`src/rtl/sample_readback.sv`:
```
`timescale 1ns/1ps
// Read side of the capture sample RAM: streams a circular window of bytes,
// oldest first, to the host transmitter over a valid/ready byte interface.
module sample_readback #(
  parameter int ADDR_W = 12,
  parameter int DEPTH  = 3584,
  parameter int CNT_W  = 13
) (
  input  logic              CLK,
  input  logic              RESET_N,
  input  logic              START,
  input  logic              ABORT,
  input  logic [ADDR_W-1:0] START_ADDR,
  input  logic [CNT_W-1:0]  COUNT,
  output logic              BUSY,
  output logic              DONE,
  output logic [ADDR_W-1:0] RAM_ADDR,
  output logic              RAM_EN,
  output logic              RAM_WE,
  output logic [7:0]        RAM_DIN,
  input  logic [7:0]        RAM_DOUT,
  output logic [7:0]        TX_DATA,
  output logic              TX_VALID,
  input  logic              TX_READY
);

  typedef enum logic [2:0] {
    S_IDLE,
    S_READ,
    S_LOAD,
    S_SEND,
    S_FIN
  } state_t;

  localparam logic [ADDR_W-1:0] LAST_ADDR = ADDR_W'(DEPTH - 1);
  localparam logic [CNT_W-1:0]  DEPTH_CNT = CNT_W'(DEPTH);

  state_t            state_q;
  logic [ADDR_W-1:0] addr_q;
  logic [ADDR_W-1:0] ram_addr_q;
  logic [CNT_W-1:0]  remaining_q;
  logic              busy_q;
  logic              done_q;
  logic              ram_en_q;
  logic              tx_valid_q;
  logic [7:0]        tx_data_q;

  logic [ADDR_W-1:0] start_addr_d;
  logic [ADDR_W-1:0] addr_inc_d;
  logic [CNT_W-1:0]  count_d;

  // Out-of-range start addresses restart at 0; counts saturate at one full buffer.
  assign start_addr_d = (START_ADDR > LAST_ADDR) ? '0 : START_ADDR;
  assign count_d      = (COUNT > DEPTH_CNT) ? DEPTH_CNT : COUNT;
  assign addr_inc_d   = (addr_q == LAST_ADDR) ? '0 : addr_q + ADDR_W'(1);

  // Outputs are registered, so RAM_EN/DONE are raised on entry to READ/FIN.
  always_ff @(posedge CLK or negedge RESET_N) begin
    if (!RESET_N) begin
      state_q     <= S_IDLE;
      addr_q      <= '0;
      ram_addr_q  <= '0;
      remaining_q <= '0;
      busy_q      <= 1'b0;
      done_q      <= 1'b0;
      ram_en_q    <= 1'b0;
      tx_valid_q  <= 1'b0;
      tx_data_q   <= '0;
    end else begin
      done_q   <= 1'b0;
      ram_en_q <= 1'b0;
      if (ABORT) begin
        state_q    <= S_IDLE;
        busy_q     <= 1'b0;
        tx_valid_q <= 1'b0;
      end else begin
        case (state_q)
          S_IDLE: begin
            if (START) begin
              addr_q      <= start_addr_d;
              remaining_q <= count_d;
              busy_q      <= 1'b1;
              if (count_d == '0) begin
                state_q <= S_FIN;
                done_q  <= 1'b1;
              end else begin
                state_q    <= S_READ;
                ram_en_q   <= 1'b1;
                ram_addr_q <= start_addr_d;
              end
            end
          end
          S_READ: state_q <= S_LOAD;
          S_LOAD: begin
            tx_data_q   <= RAM_DOUT;
            tx_valid_q  <= 1'b1;
            remaining_q <= remaining_q - CNT_W'(1);
            state_q     <= S_SEND;
          end
          S_SEND: begin
            if (TX_READY) begin
              tx_valid_q <= 1'b0;
              if (remaining_q == '0) begin
                state_q <= S_FIN;
                done_q  <= 1'b1;
              end else begin
                addr_q     <= addr_inc_d;
                ram_addr_q <= addr_inc_d;
                ram_en_q   <= 1'b1;
                state_q    <= S_READ;
              end
            end
          end
          S_FIN: begin
            busy_q  <= 1'b0;
            state_q <= S_IDLE;
          end
          default: state_q <= S_IDLE;
        endcase
      end
    end
  end

  assign BUSY     = busy_q;
  assign DONE     = done_q;
  assign RAM_ADDR = ram_addr_q;
  assign RAM_EN   = ram_en_q;
  assign RAM_WE   = 1'b0;
  assign RAM_DIN  = 8'h00;
  assign TX_DATA  = tx_data_q;
  assign TX_VALID = tx_valid_q;

endmodule

```
`config.mk`:
```
export PLATFORM = sky130hd
export DESIGN_NAME = sample_readback
export DESIGN_NICKNAME = d
export VERILOG_FILES = /design/src/rtl/sample_readback.sv
export SDC_FILE = /design/constraint.sdc
export NUM_CORES = 1
export LEC_CHECK = 0
export CORE_MARGIN = 2
export CORE_UTILIZATION = 45
export DETAILED_ROUTE_END_ITERATION = 6
export PLACE_DENSITY = 0.74
export SLEW_MARGIN = 5
export SYNTH_ARGS = -nofsm -noshare
export SYNTH_HDL_FRONTEND = slang
export SYNTH_SLANG_ARGS = --single-unit
```
`constraint.sdc`:
```
create_clock -name CLK -period 5.1 [get_ports CLK]
set_clock_uncertainty 0.05 [all_clocks]
set_input_delay 1.02 -clock CLK [delete_from_list [all_inputs] [get_ports CLK]]
set_output_delay 1.02 -clock CLK [all_outputs]
set_load 0.01 [all_outputs]
```
==> impl_metrics.json <==
{
  "outcome": "complete, no violations",
  "die_y_um": 84.04,
  "viasPerCell": 5.546,
  "p_leak_nw": 1.501,
  "place.gp.congestion": 0.8738,
  "critPathArrivalTime_ns": 3.25,
  "worstPathMaxFanout": 13,
  "highest_layer": "met4",
  "hold-path-endpoint": "TX_DATA[1]",
  "cp-start-kind": "primary input",
  "worst_slew_pin_slew_ns": 0.7757,
  "first_pass_iters": 4,
  "cts_tree": "yes",
  "ys_ff_latch": 52,
  "met2RoutedLength_mm": 3.066,
  "peakVddDrop_mv": 0.3015,
  "hold_viol_final": 0,
  "rsz0062_at_grt": "false",
  "synthArstFlopShare_pct": 100.0,
  "clock.fmax_mhz": 322.0,
  "crit_type": "in -> reg",
  "regToRegSetupSlack_ns": 2.46,
  "cp.buffers_inverters": 1,
  "cpPeakStageDelay_ns": 0.64,
  "final_area_mm2": 0.003602,
  "track_usage_pct": 18.11,
  "path_delay_family": "compound AO/OA/AOI/OAI gates",
  "synth_edf_count": 0,
  "min_period_ns": 3.106,
  "min-delay-start": "TX_DATA[1]",
  "wl_met1_mm": 3.023,
  "antenna_found_initial": 0,
  "syn_area_mm2": 0.002883,
  "cts_max_path_buffers": 2,
  "die_area_mm2": 0.007063,
  "finalCritPeriodShare_pct": 60.90,
  "post_drt_wl_per_cell_um": 14.73,
  "cts.sinks": 52,
  "grt_pass1_vias": 2273,
  "drtAntennaViolNets": 0,
  "io_pins": 71,
  "num_antenna_cells": 0,
  "core_area_mm2": 0.006277,
  "r2r_cells": 6,
  "hpwl_mm": 4.571,
  "root_buffer": "clkbuf_8",
  "syn_inst": 298,
  "synth_cell_types": 56,
  "num_rows": 29,
  "syn_avg_cell_area_um2": 9.674,
  "cp.depth": 6,
  "grt_pass1_wl_mm": 10.62,
  "placed_area_mm2": 0.003508,
  "drive_above_1_share_pct": 12.26,
  "reg2reg_from": "remaining_q[0]",
  "clkLatencyLatePin_ns": 0.31,
  "initialDrtViolationCount": 204,
  "cts_setup_buffers": 0,
  "vias": 2418,
  "grt-ovfl-total": 0,
  "finalSetupViolations": 0,
  "htree_levels": 2,
  "max_cap_violations": 0,
  "remaining_drc_errors": 0,
  "wl_met3_um": 270,
  "floorplan.initialDensity_pct": 45.92,
  "post_cts_resize_count": 0,
  "tns_ns": 0,
  "yosysSeqAreaShare_pct": 45.14,
  "syn_to_final_growth_pct": 24.96,
  "min_path_cells": 2,
  "cp_cell_sequence": "clkdlybuf4s50_1, nor3_1, o21a_1, nand2_1, o22ai_2, mux2_2",
  "finalWirelength_mm": 6.424,
  "required_ns": 5.25,
  "cts_buffers": 5,
  "slew_violations": 0,
  "grt_max_degree": 53,
  "cts_hold_buf": 0,
  "final_nets": 398,
  "hold_path_class": "reg -> reg",
  "clk_pin_slew_ns": 0.10,
  "slowest_stage": "o22ai_2",
  "r2r_end": "addr_q[3]",
  "powerDensity_mw_per_mm2": 458.1,
  "die_w_um": 84.04,
  "slew_headroom_pct": 48.28,
  "end_kind": "flop",
  "portBuffers": 61,
  "ys_warn_count": 0,
  "synth_ff_type": "dfrtp_1"
}
## state kept, by name, summed over array words and instances (netlist names)
signal / cells
RAM_ADDR: 12
DONE: 1
BUSY: 1
RAM_EN: 1
state_q: 3
remaining_q: 13
addr_q: 12
TX_DATA: 8
TX_VALID: 1
## cells by family (layout without fill, tap and decap cells)
| family | count (synthesis) | count (layout) | synth area share [%] |
|---|---|---|---|
| flip-flops | 52 | 52 | 45.14 |
| AO/OA/AOI/OAI | 62 | 62 | 15.89 |
| multiplexers | 23 | 23 | 8.854 |
| adder cells (fa/ha/maj) | 2 | 2 | 0.8679 |
| other | 1 | 9 | 0.1301 |
| AND/OR/NAND/NOR | 121 | 121 | 20.75 |
| XOR/XNOR | 9 | 9 | 2.734 |
| buffers and inverters | 28 | 81 | 5.642 |
## per-stage QoR
stage	total power [mW]	std cells	setup WS [ns]	hold slack, ns	util, %
6_report	1.650	436	1.994	0.4350	57.38
5_1_grt	1.756	436	1.845	0.4628	57.38
4_1_cts	1.655	436	1.979	0.4389	57.38
3_5_place_dp	1.402	428	1.662	0.4113	55.89
3_3_place_gp	1.378	428	1.724	0.4101	55.89
2_1_floorplan	1.111	306	2.632	0.4028	-
## layer usage
metal / up-vias / global-route usage (%)
met5: - / 0
met4: 0 / 4.252
met3: 8 / 2.770
met2: 78 / 28.79
met1: 1165 / 26.12
li1: 1167 / -
## synth_stat cells, types with 2 or more instances
library cell  instances  area, um^2
mux2i_1               3       30.03
xor2_1                4       35.03
nor3b_1               4       30.03
a21oi_1               5       25.02
buf_6                 2       22.52
a31oi_1               4       25.02
or2_2                 2       12.51
a221o_1               4       40.04
a21o_1                2       15.01
mux2_2               20       225.2
nand2_1              54       202.7
clkbuf_1              5       18.77
o21ai_0              23       115.1
inv_1                 9       33.78
nor3_1               12       60.06
a22o_1                3       26.28
buf_4                11       82.58
nand3_1               8       40.04
nand4_1               4       25.02
nor4_1                4       25.02
xnor2_1               5       43.79
dfrtp_1              52        1301
nor2_1               21       78.83
ha_1                  2       25.02
o211ai_1              3       22.52
o22a_1                2       17.52
## cell usage in the layout (no fill, tap or decap), drive strengths merged, types with 2 or more instances in the layout
cell | synthesis | layout
or3b | 2 | 2
o21ai | 25 | 25
clkbuf | 5 | 7
a22o | 3 | 3
nand3 | 8 | 8
nor3 | 12 | 12
nand4 | 4 | 4
a221o | 4 | 4
or3 | 2 | 2
nor2 | 21 | 21
nand2 | 54 | 54
or2 | 2 | 2
o211ai | 3 | 3
xor2 | 4 | 4
conb | 1 | 9
mux2i | 3 | 3
mux2 | 20 | 20
dfrtp | 52 | 52
o22a | 2 | 2
a31oi | 5 | 5
nor3b | 5 | 5
ha | 2 | 2
xnor2 | 5 | 5
a21oi | 5 | 5
o31ai | 2 | 2
nor4 | 4 | 4
buf | 14 | 4
a21o | 2 | 2
o22ai | 2 | 2
inv | 9 | 9
clkdlybuf4s50 | 0 | 60
## worst min-delay path, stage by stage, from the launching register on
cell and delay, ns:
dfrtp_1 0.35, nand2_1 0.05, nand2_1 0.06
## cell type report
type | instances | area, um^2
Clock buffer | 7 | 86.33
Inverter | 9 | 33.78
Multi-Input combinational cell | 226 | 1449
Clock inverter | 1 | 7.507
Tap cell | 77 | 96.34
Fill cell | 557 | 2675
Sequential cell | 52 | 1301
Timing Repair Buffer | 64 | 628.1
## power by group
part / switching [mW] / leakage (nW) / internal, mW
Combinational: 0.290 / 0.809 / 0.370
Sequential: 0.164 / 0.648 / 0.576
Clock: 0.140 / 0.0445 / 0.111
Total: 0.594 / 1.50 / 1.06
## worst max path at each step
stage          start  slack (ns)     endpoint
2_1_floorplan  ABORT        2.63  RAM_ADDR[3]
3_3_place_gp   ABORT        1.72  RAM_ADDR[6]
3_5_place_dp   ABORT        1.66  RAM_ADDR[6]
4_1_cts        ABORT        1.98  RAM_ADDR[6]
5_1_grt        ABORT        1.85  RAM_ADDR[6]
6_report       ABORT        1.99  RAM_ADDR[6]
(Power assumes the default switching activity.)
